**src/rtl/uart_tx_fifo_if.sv**
```systemverilog
// Host-side bundle for the buffered UART transmitter: write port, status and serial line.
// Defining UART_TX_FIFO_CTS_EN adds the cts_i clear-to-send input.
interface uart_tx_fifo_if #(
  parameter int unsigned CLOCK_DIVIDER_WIDTH = 16,
  parameter int unsigned DATA_WIDTH          = 8,
  parameter int unsigned FIFO_DEPTH_LOG2     = 4
);
  logic [CLOCK_DIVIDER_WIDTH-1:0] clock_divider_i;
  logic [DATA_WIDTH-1:0]          data_i;
  logic                           write_i;
  logic                           two_stop_bits_i;
  logic                           parity_bit_i;
  logic                           parity_even_i;
  logic                           full_o;
  logic                           empty_o;
  logic [FIFO_DEPTH_LOG2:0]       level_o;
  logic                           overflow_o;
  logic                           busy_o;
  logic                           serial_o;
`ifdef UART_TX_FIFO_CTS_EN
  logic                           cts_i;
`endif

  modport master (
`ifdef UART_TX_FIFO_CTS_EN
    output cts_i,
`endif
    output clock_divider_i, data_i, write_i, two_stop_bits_i, parity_bit_i, parity_even_i,
    input  full_o, empty_o, level_o, overflow_o, busy_o, serial_o
  );

  modport slave (
`ifdef UART_TX_FIFO_CTS_EN
    input  cts_i,
`endif
    input  clock_divider_i, data_i, write_i, two_stop_bits_i, parity_bit_i, parity_even_i,
    output full_o, empty_o, level_o, overflow_o, busy_o, serial_o
  );
endinterface

```
**src/rtl/uart_tx_fifo.sv**
```systemverilog
// Buffered UART transmitter: character FIFO with per-character framing feeding a frame shifter.
// Optional feature: define UART_TX_FIFO_CTS_EN for a synchronised clear-to-send gate (bus.cts_i).
module uart_tx_fifo #(
  parameter int unsigned CLOCK_DIVIDER_WIDTH = 16,
  parameter int unsigned DATA_WIDTH          = 8,
  parameter int unsigned FIFO_DEPTH_LOG2     = 4
) (
  input  logic          clock_i,
  input  logic          reset_i,
  uart_tx_fifo_if.slave bus
);
  localparam int unsigned Depth   = 1 << FIFO_DEPTH_LOG2;
  localparam int unsigned EntryW  = DATA_WIDTH + 3;
  localparam int unsigned FrameW  = DATA_WIDTH + 4;
  localparam int unsigned BitCntW = 4;
  localparam logic [FIFO_DEPTH_LOG2:0] DepthLvl = (FIFO_DEPTH_LOG2 + 1)'(Depth);
  localparam logic [CLOCK_DIVIDER_WIDTH-1:0] One = CLOCK_DIVIDER_WIDTH'(1);

  typedef enum logic [1:0] {StPostReset, StIdle, StSend} state_e;

  logic [EntryW-1:0]              mem_q [Depth];
  logic [FIFO_DEPTH_LOG2-1:0]     wr_ptr_q, rd_ptr_q;
  logic [FIFO_DEPTH_LOG2:0]       level_q;
  logic                           overflow_q;
  state_e                         state_q, state_d;
  logic [CLOCK_DIVIDER_WIDTH-1:0] cnt_q, cnt_d, bit_time_q, bit_time_d, div_live;
  logic [BitCntW-1:0]             bits_q, bits_d, head_len;
  logic [FrameW-1:0]              frame_q, frame_d, head_frame;
  logic                           serial_q;
  logic                           full, empty, push, pop, start, cts_ok;
  logic [EntryW-1:0]              head;
  logic [DATA_WIDTH-1:0]          head_data;
  logic                           head_two_stop, head_par_en, head_even;

`ifdef UART_TX_FIFO_CTS_EN
  logic cts_meta_q, cts_sync_q;
  always_ff @(posedge clock_i or posedge reset_i) begin
    if (reset_i) begin
      cts_meta_q <= 1'b0;
      cts_sync_q <= 1'b0;
    end else begin
      cts_meta_q <= bus.cts_i;
      cts_sync_q <= cts_meta_q;
    end
  end
  assign cts_ok = cts_sync_q;
`else
  assign cts_ok = 1'b1;
`endif

  assign full     = (level_q == DepthLvl);
  assign empty    = (level_q == '0);
  assign push     = bus.write_i && !full;
  assign div_live = (bus.clock_divider_i == '0) ? One : bus.clock_divider_i;

  assign head          = mem_q[rd_ptr_q];
  assign head_data     = head[DATA_WIDTH-1:0];
  assign head_two_stop = head[DATA_WIDTH];
  assign head_par_en   = head[DATA_WIDTH+1];
  assign head_even     = head[DATA_WIDTH+2];

  // Frame is shifted out from bit 0; the top bits stay 1 and double as stop bits.
  always_comb begin
    head_frame = {3'b111, head_data, 1'b0};
    if (head_par_en) head_frame[DATA_WIDTH+1] = head_even ? ^head_data : ~^head_data;
    head_len = BitCntW'(DATA_WIDTH + 2) + BitCntW'(head_par_en) + BitCntW'(head_two_stop);
  end

  always_comb begin
    state_d    = state_q;
    cnt_d      = cnt_q;
    bits_d     = bits_q;
    frame_d    = frame_q;
    bit_time_d = bit_time_q;
    start      = 1'b0;
    case (state_q)
      StPostReset: begin
        if (cnt_q >= div_live - One) begin
          cnt_d = '0;
          if (bits_q == '0) state_d = StIdle;
          else              bits_d  = bits_q - 1'b1;
        end else begin
          cnt_d = cnt_q + One;
        end
      end
      StIdle: start = !empty && cts_ok;
      StSend: begin
        if (cnt_q == bit_time_q - One) begin
          cnt_d = '0;
          if (bits_q == '0) begin
            if (!empty && cts_ok) start   = 1'b1;
            else                  state_d = StIdle;
          end else begin
            bits_d  = bits_q - 1'b1;
            frame_d = {1'b1, frame_q[FrameW-1:1]};
          end
        end else begin
          cnt_d = cnt_q + One;
        end
      end
      default: state_d = StIdle;
    endcase
    if (start) begin
      state_d    = StSend;
      cnt_d      = '0;
      bits_d     = head_len - 1'b1;
      frame_d    = head_frame;
      bit_time_d = div_live;
    end
  end

  assign pop = start;

  always_ff @(posedge clock_i or posedge reset_i) begin
    if (reset_i) begin
      state_q    <= StPostReset;
      cnt_q      <= '0;
      bits_q     <= BitCntW'(DATA_WIDTH + 3);
      frame_q    <= '1;
      bit_time_q <= One;
      serial_q   <= 1'b1;
      wr_ptr_q   <= '0;
      rd_ptr_q   <= '0;
      level_q    <= '0;
      overflow_q <= 1'b0;
    end else begin
      state_q    <= state_d;
      cnt_q      <= cnt_d;
      bits_q     <= bits_d;
      frame_q    <= frame_d;
      bit_time_q <= bit_time_d;
      // Line is re-registered so a popped frame reaches the pin one clock after the pop.
      serial_q   <= (state_q == StSend) ? frame_q[0] : 1'b1;
      overflow_q <= bus.write_i && full;
      if (push) wr_ptr_q <= wr_ptr_q + 1'b1;
      if (pop)  rd_ptr_q <= rd_ptr_q + 1'b1;
      if (push && !pop)      level_q <= level_q + 1'b1;
      else if (pop && !push) level_q <= level_q - 1'b1;
    end
  end

  always_ff @(posedge clock_i) begin
    if (push) mem_q[wr_ptr_q] <= {bus.parity_even_i, bus.parity_bit_i, bus.two_stop_bits_i,
                                  bus.data_i};
  end

  assign bus.full_o     = full;
  assign bus.empty_o    = empty;
  assign bus.level_o    = level_q;
  assign bus.overflow_o = overflow_q;
  assign bus.busy_o     = (state_q != StIdle) || !empty;
  assign bus.serial_o   = serial_q;
endmodule

```
**src/flat_wrapper.sv**
```systemverilog
// flat-port wrapper written by rule: the top's interface ports become plain ports
module uart_tx_fifo_flat 
#(
  parameter int unsigned CLOCK_DIVIDER_WIDTH = 16,
  parameter int unsigned DATA_WIDTH          = 8,
  parameter int unsigned FIFO_DEPTH_LOG2     = 4
)
  (clock_i, reset_i, bus_clock_divider_i, bus_data_i, bus_write_i, bus_two_stop_bits_i, bus_parity_bit_i, bus_parity_even_i, bus_full_o, bus_empty_o, bus_level_o, bus_overflow_o, bus_busy_o, bus_serial_o);
  uart_tx_fifo_if #(.CLOCK_DIVIDER_WIDTH(CLOCK_DIVIDER_WIDTH), .DATA_WIDTH(DATA_WIDTH), .FIFO_DEPTH_LOG2(FIFO_DEPTH_LOG2)) bus_i ();
  input  logic clock_i;
  input  logic reset_i;
  input wire logic [$bits(bus_i.clock_divider_i)-1:0] bus_clock_divider_i;
  input wire logic [$bits(bus_i.data_i)-1:0] bus_data_i;
  input wire logic [$bits(bus_i.write_i)-1:0] bus_write_i;
  input wire logic [$bits(bus_i.two_stop_bits_i)-1:0] bus_two_stop_bits_i;
  input wire logic [$bits(bus_i.parity_bit_i)-1:0] bus_parity_bit_i;
  input wire logic [$bits(bus_i.parity_even_i)-1:0] bus_parity_even_i;
  output wire logic [$bits(bus_i.full_o)-1:0] bus_full_o;
  output wire logic [$bits(bus_i.empty_o)-1:0] bus_empty_o;
  output wire logic [$bits(bus_i.level_o)-1:0] bus_level_o;
  output wire logic [$bits(bus_i.overflow_o)-1:0] bus_overflow_o;
  output wire logic [$bits(bus_i.busy_o)-1:0] bus_busy_o;
  output wire logic [$bits(bus_i.serial_o)-1:0] bus_serial_o;
  assign bus_i.clock_divider_i = bus_clock_divider_i;
  assign bus_i.data_i = bus_data_i;
  assign bus_i.write_i = bus_write_i;
  assign bus_i.two_stop_bits_i = bus_two_stop_bits_i;
  assign bus_i.parity_bit_i = bus_parity_bit_i;
  assign bus_i.parity_even_i = bus_parity_even_i;
  assign bus_full_o = bus_i.full_o;
  assign bus_empty_o = bus_i.empty_o;
  assign bus_level_o = bus_i.level_o;
  assign bus_overflow_o = bus_i.overflow_o;
  assign bus_busy_o = bus_i.busy_o;
  assign bus_serial_o = bus_i.serial_o;
  uart_tx_fifo #(.CLOCK_DIVIDER_WIDTH(CLOCK_DIVIDER_WIDTH), .DATA_WIDTH(DATA_WIDTH), .FIFO_DEPTH_LOG2(FIFO_DEPTH_LOG2)) u_core (.clock_i(clock_i), .reset_i(reset_i), .bus(bus_i));
endmodule
```
**config.mk**
```make
export PLATFORM = sky130hd
export DESIGN_NAME = uart_tx_fifo_flat
export DESIGN_NICKNAME = d
export VERILOG_FILES = /design/src/rtl/uart_tx_fifo_if.sv /design/src/rtl/uart_tx_fifo.sv /design/src/flat_wrapper.sv
export SDC_FILE = /design/constraint.sdc
export NUM_CORES = 1
export LEC_CHECK = 0
export CORE_AREA = 2 2 147 149
export CTS_BUF_LIST = sky130_fd_sc_hd__clkbuf_8
export DETAILED_ROUTE_END_ITERATION = 10
export DIE_AREA = 0 0 149 151
export HOLD_SLACK_MARGIN = 0.06
export PLACE_DENSITY_LB_ADDON = 0.12
export SYNTH_ARGS = -nofsm -noshare
export SYNTH_HDL_FRONTEND = slang
export SYNTH_SLANG_ARGS = --single-unit
```
**constraint.sdc**
```tcl
create_clock -name clock_i -period 5.8 [get_ports clock_i]
set_clock_uncertainty 0.2 [all_clocks]
set_input_delay 1.16 -clock clock_i [delete_from_list [all_inputs] [get_ports clock_i]]
set_output_delay 1.16 -clock clock_i [all_outputs]
set_load 0.01 [all_outputs]
```
# Yosys cells after proc, flatten, opt, wreduce, memory -nomap -nowiden
# Memory sizes are Yosys's and may differ from the RTL's.
# Cells that the tools add are included.
[word_totals] ff_bits=65 ram_bits=176 in_bits=30 out_inout_bits=10 word_cells=89 n_memories=1
[classes] add_sub_neg=11 order_cmp=1 n_eq_ne=12 mux=32 reduce_logical=22
[mem_list] name="u_core.mem_q" depth=16 word_bits=11 rd=1 rd_ports_with_merged_regs=0 write_ports=1 line="uart_tx_fifo.sv:21" text="logic [EntryW-1:0] mem_q [Depth];"
[op_table] operator="$mux W16" n=4
[op_table] operator="$mux W12" n=4
[op_table] operator="$pmux W16 S2" n=1
[op_table] operator="$sub A16 B1 Y16 const B" n=2
[op_table] operator="$add A16 B1 Y16 const B" n=1
[op_table] operator="$eq A16 B16 Y1" n=1
[op_table] operator="$ge A16 B16 Y1" n=1
[op_table] operator="$logic_not A16 Y1" n=1
[op_table] operator="$mux W4" n=4
[op_table] operator="$ne A3 B1 Y1 const B" n=5
[op_table] operator="$mux W2" n=6
[op_table] operator="$mux W5" n=2
[op_table] operator="$add A4 B1 Y4 const B" n=2
[op_table] operator="$mux W1" n=8
[op_table] operator="$pmux W4 S2" n=1
[op_table] operator="$reduce_xnor A8 Y1" n=1
[op_table] operator="$reduce_xor A8 Y1" n=1
[op_table] operator="$sub A4 B1 Y4 const B" n=2
[op_table] operator="$ne A2 B1 Y1 const B" n=3
[op_table] operator="$pmux W2 S3" n=1
[op_table] operator="$reduce_and A3 Y1" n=2
[op_table] operator="$reduce_and A6 Y1" n=1
[op_table] operator="$reduce_bool A2 Y1" n=3
[op_table] operator="$add A5 B1 Y5 const B" n=1
[op_table] operator="other kinds (14)" n=20

# Depth between registers and ports, before layout
[logic_depth] depth_word=8 depth_mapped=19

# Least setup slack after synthesis
# OpenSTA, ideal clock, no wires.
[synth_path] path_kind="input to register" startpoint="in bus_clock_divider_i[9]" endpoint="reg u_core.cnt_q[12]" setup_ns=0.095 arrival_ns=4.340 required_ns=5.505 path_slack_ns=1.165 path_stages=18 path_cell_list="or4_1 -> nor3_1 -> nand3b_1 -> nor4_1 -> nor2_1 -> ha_1 -> nand3_1 -> nor3_1 -> xnor2_1 -> ha_1 -> nor2b_1 -> o21ai_0 -> o2111ai_1 -> a211oi_1 -> o21ai_2 -> buf_2 -> o2bb2a_1 -> o31ai_1"
[synth_via] elab_chain_len=7
[synth_rtl] item="start, declared" line="flat_wrapper.sv:12" text="input wire logic [$bits(bus_i.clock_divider_i)-1:0] bus_clock_divider_i;"
[synth_rtl] item="$logic_not A16 Y1" line="uart_tx_fifo.sv:54" text="assign div_live = (bus.clock_divider_i == '0) ? One : bus.clock_divider_i;"
[synth_rtl] item="$mux W16 (*)" line="uart_tx_fifo.sv:54"
[synth_rtl] item="$sub A16 B1 Y16 (*)" line="uart_tx_fifo.sv:78" text="if (cnt_q >= div_live - One) begin"
[synth_rtl] item="$ge A16 B16 Y1 (*)" line="uart_tx_fifo.sv:78"
[synth_rtl] item="$mux W16 (*)" line="uart_tx_fifo.sv:78"
[synth_rtl] item="$pmux W16 S2 (*)" line="uart_tx_fifo.sv:76" text="case (state_q)"
[synth_rtl] item="$mux W16 (*)" line="uart_tx_fifo.sv:103" text="if (start) begin"
[synth_rtl] item="end signal, assigned" line="uart_tx_fifo.sv:128" text="cnt_q <= cnt_d;"
[synth_rtl] item="end, declared" line="uart_tx_fifo.sv:26" text="logic [CLOCK_DIVIDER_WIDTH-1:0] cnt_q, cnt_d, bit_time_q, bit_time_d, div_live;"
# Every way passes the cells marked *; elsewhere a longest branch is shown, timed or not.
# A chain may end at the register's enable or synchronous reset.

# Worst setup path after layout
[layout_path] startpoint="in bus_clock_divider_i[7]" endpoint="reg u_core.bits_q[1]"
[layout_via] elab_chain_len=6
[layout_rtl] item="$logic_not A16 Y1" line="uart_tx_fifo.sv:54"
[layout_rtl] item="$mux W16 (*)" line="uart_tx_fifo.sv:54"
[layout_rtl] item="$sub A16 B1 Y16 (*)" line="uart_tx_fifo.sv:78"
[layout_rtl] item="$ge A16 B16 Y1 (*)" line="uart_tx_fifo.sv:78"
[layout_rtl] item="$ne A3 B1 Y1 (no source line) (*)"
[layout_rtl] item="$reduce_and A3 Y1 (no source line) (*)"
[layout_rtl] item="end signal, assigned" line="uart_tx_fifo.sv:118" text="bits_q <= BitCntW'(DATA_WIDTH + 3);"
[layout_rtl] item="end signal, assigned" line="uart_tx_fifo.sv:129" text="bits_q <= bits_d;"
[layout_rtl] item="end, declared" line="uart_tx_fifo.sv:27" text="logic [BitCntW-1:0] bits_q, bits_d, head_len;"
# Marks and branches as above.

==> impl_metrics.csv <==
group,metric,value,unit
global_route,groute.usage.overall,23.0,%
sta,setup_viol,0,
place,place_ws,0.159,ns
final_layout,regArea,6880,um2
worst_setup_path,cp_slowest_cell,"or4_1",
power_and_ir_drop,p_int,4150,uW
detailed_routing,dr.pass1.iters,5,
detailed_routing,ant_nets,0,
synthesis,synth_cells,803,
clock_tree,cts_tree,"done",
synthesis,synth_top_flop_cell,"edfxtp_1",
sta,worstMarginPinSlew,1.19,ns
worst_setup_path,crit_path_max_fanout,6,
power_and_ir_drop,p_leak,0.00468,uW
detailed_routing,wl,25200,um
sta,fin_crit_sh,88.0,%
clock_tree,clock_latency,0.55,ns
worst_setup_path,crit_path_cell_trace,"clkdlybuf4s50_1 > or4_1 > nor2_1 > nand3b_1 > nor4_1 > nor2_1 > ha_1 > nand3_1 > nor3_1 > xnor2_1 > ha_1 > nand4_1 > a211oi_1 > a21oi_1 > a211oi_4 > mux2_2 > mux2i_1",
floorplanning,fp.dieH,151,um
outcome,run_status,"finished, final reports clean",
power_and_ir_drop,ir_drop,269,uV
worst_setup_path,path_class,"input pin to flop",
sta,fmax,196,MHz
sta,slew_violations,0,
worst_setup_path,critPathRequiredTime,6.06,ns
synthesis,seq_area_frac_synth,61.2,%
worst_setup_path,endpoint_kind,"flop",
clock_tree,numClockSinks,239,
final_layout,layout.nets,940,
global_route,grt_pass1_vias,7158,
power_and_ir_drop,fin_total_pwr,6460,uW
clock_tree,cts_resized,0,
global_route,antenna_found_initial,0,
synthesis,yosysTopAreaCellShare,47.0,%
global_route,grt_max_degree,55,
detailed_routing,via_per_inst,5.85,
detailed_routing,drc,0,
final_layout,layout-drive-gt1-share,16.6,%
floorplanning,fp.dieArea,22500,um2
floorplanning,core_area,20800,um2
detailed_routing,vias,6922,
power_and_ir_drop,sw_frac_of_total,35.8,%
final_layout,diodes,0,
clock_tree,cts_buffer_depth,3,
global_route,grt_pass1_wl,38800,um
clock_tree,cts.clk_slew.worst_paths,0.06,ns
worst_setup_path,rr_worst_depth,16,
synthesis,synth.largest_area_cell,"edfxtp_1",
synthesis,yosys-top-cells-area,"edfxtp_1, dfrtp_1, mux2i_1",
worst_setup_path,slowest_delay,0.61,ns
place,port_buffers,39,
synthesis,ys_async_sr_fraction,26.4,%
synthesis,ys_seq_elements,239,
sta,slew_headroom,20.5,%
worst_setup_path,rrSetupSlack,1.44,ns
power_and_ir_drop,pwr-share-comb,35.9,%
worst_setup_path,arrival,5.37,ns
synthesis,syn_area,11300,um2
worst_setup_path,start_kind,"input pin",
sta,fin_tns_setup,0,ns
final_layout,fill_cells,1620,
clock_tree,cts_setup_buffers,0,
sta,rsz0062_at_grt,"false",
power_and_ir_drop,clock_power_share,23.9,%
worst_hold_path,min_path_cells,1,
sta,post-route-min-period,5.11,ns
sta,finalHoldViolCount,0,
floorplanning,dieWidth,149,um
floorplanning,start_util,54.0,%
worst_hold_path,min_path_type,"flop to flop",
detailed_routing,drtIter0Drc,424,
synthesis,yosys_warnings,0,
floorplanning,io_pins,40,
clock_tree,ctsHoldBuffers,0,
power_and_ir_drop,power-per-cell-area,503,nW/um2
synthesis,synth-edff-count,176,
sta,holdWs,0.313,ns
run,maxCapViolCount,0,
place,dp_hpwl,16000,um
clock_tree,root_buffer,"clkbuf_8",
sta,layout_setup_ws,0.695,ns
clock_tree,cts_buffers,41,
synthesis,syn_nets,868,
floorplanning,row_count,53,
final_layout,syn_to_final_growth,14.2,%
power_and_ir_drop,pwr-share-seq,40.3,%
final_layout,stdcell_count,1183,
clock_tree,htree_levels,2,
place,placed_cells,1107,
power_and_ir_drop,net-switching-power,2320,uW
synthesis,synth.distinct_cells,71,
detailed_routing,wl_per_cell,21.3,um
global_route,grt_overflow_total,0,
synthesis,avgSynthCellArea,14.0,um2
place,gp_congestion,0.847,
final_layout,multi_input_area,4130,um2
==> power groups by stage <==
stage | Sequential [uW] | Clock (uW) | Combinational [uW]
floorplan | 2370 | 0 | 1920
global placement | 2610 | 0 | 2260
detailed placement | 2630 | 0 | 2330
CTS | 2600 | 1580 | 2340
global route | 2650 | 1650 | 2550
finish | 2600 | 1540 | 2320
==> logic make-up (layout without fill, tap and decap cells) <==
family                   count (synthesis)  after routing  share of synthesized area (%)
flip-flops                             239            239                           61.2
AND/OR/NAND/NOR                        189            189                           8.91
AO/OA/AOI/OAI                          136            136                           8.39
multiplexers                            95             95                           11.1
buffers and inverters                   56            161                           2.21
XOR/XNOR                                53             53                           4.25
adder cells (fa/ha/maj)                 35             35                           3.96
==> synth_stat cells, types with 3 or more instances <==
cell      count
a22oi_1       8
nor3b_1       5
mux2i_1      52
o21a_1        4
nor2b_1       6
nor3_1       18
nor4_4        3
buf_2        10
nand2_1      60
nand3_1      11
mux2_1        8
a211oi_1      4
clkbuf_1     18
mux2_2       13
buf_1         4
a221oi_1     22
ha_1         34
a211o_1       6
buf_6         3
nand4_1       5
o211ai_1      4
inv_1        19
mux4_2       22
nor4_1        6
dfstp_2      15
a21o_1        7
a21oi_1      17
dfrtp_1      48
nand3b_1      4
or3_1         5
and3_1        6
nor2_1       35
nand2b_1      9
o22ai_1       4
xnor2_1      37
xor2_1       15
edfxtp_1    176
o21ai_0      42
==> flip-flops by register name (all words and copies together) (netlist names) <==
| name | cells |
|---|---|
| u_core.rd_ptr_q | 4 |
| u_core.bus.level_o | 5 |
| u_core.wr_ptr_q | 4 |
| u_core.bit_time_q | 16 |
| u_core.bus.serial_o | 1 |
| u_core.mem_q | 176 |
| u_core.frame_q | 10 |
| u_core.state_q | 2 |
| u_core.cnt_q | 16 |
| u_core.bus.overflow_o | 1 |
| u_core.bits_q | 4 |
==> worst paths after layout <==
check / from / end
max: bus_clock_divider_i[7] / u_core.bits_q[1]
min: u_core.frame_q[0] / u_core.bus.serial_o
max reg2reg: u_core.bit_time_q[2] / u_core.bus.level_o[4]
min reg2reg: u_core.frame_q[0] / u_core.bus.serial_o
max in group asynchronous: reset_i / u_core.bit_time_q[0]
min in group asynchronous: reset_i / u_core.bus.overflow_o
==> final cells by class <==
class                      count  share of cell area [%]
clock buffer                  42                    4.50
inverter                      20                   0.584
sequential                   239                    53.6
clock inverter                34                    2.01
timing repair buffer          65                    4.56
multi-input combinational    508                    32.1
tap                          275                    2.68
==> stage by stage <==
stage / utilization [%] / cell area, um2
global placement: 57.7 / 12000
floorplan: - / 11300
finish: 61.7 / 12900
detailed placement: 57.7 / 12000
CTS: 61.7 / 12900
global route: 61.7 / 12900
==> routing by layer <==
layer  vias to the layer above  share of wire, %  GRT usage (%)
met5                         -                 0              0
met4                         0               3.4           9.38
met3                        53               4.0           3.40
met2                       178                54           42.5
met1                      3470                39           26.8
li1                       3221                 -              -
==> cell usage in the layout (no fill, tap or decap), types with 8 or more instances in the layout <==
| cell | synthesis | routed |
|---|---|---|
| a21oi_1 | 17 | 17 |
| a221oi_1 | 22 | 22 |
| a22oi_1 | 8 | 8 |
| buf_4 | 1 | 26 |
| clkbuf_8 | 0 | 42 |
| clkdlybuf4s50_1 | 0 | 39 |
| clkinv_1 | 0 | 15 |
| dfrtp_1 | 48 | 47 |
| dfstp_2 | 15 | 15 |
| edfxtp_1 | 176 | 176 |
| ha_1 | 34 | 34 |
| inv_1 | 19 | 23 |
| mux2_1 | 8 | 8 |
| mux2_2 | 13 | 13 |
| mux2i_1 | 52 | 52 |
| mux4_2 | 22 | 22 |
| nand2_1 | 60 | 60 |
| nand2b_1 | 9 | 9 |
| nand3_1 | 11 | 11 |
| nor2_1 | 35 | 35 |
| nor3_1 | 18 | 17 |
| o21ai_0 | 42 | 42 |
| xnor2_1 | 37 | 37 |
| xor2_1 | 15 | 15 |
==> worst max-delay path, delay by kind of cell <==
kind | cells | cell delay [ns]
compound gates | 3 | 0.86
xor+xnor | 1 | 0.13
fa+ha+maj | 2 | 0.54
buf+inv | 1 | 0.54
mux | 2 | 0.51
simple gates | 8 | 1.63
No activity file was read; power rests on OpenSTA's default activity.
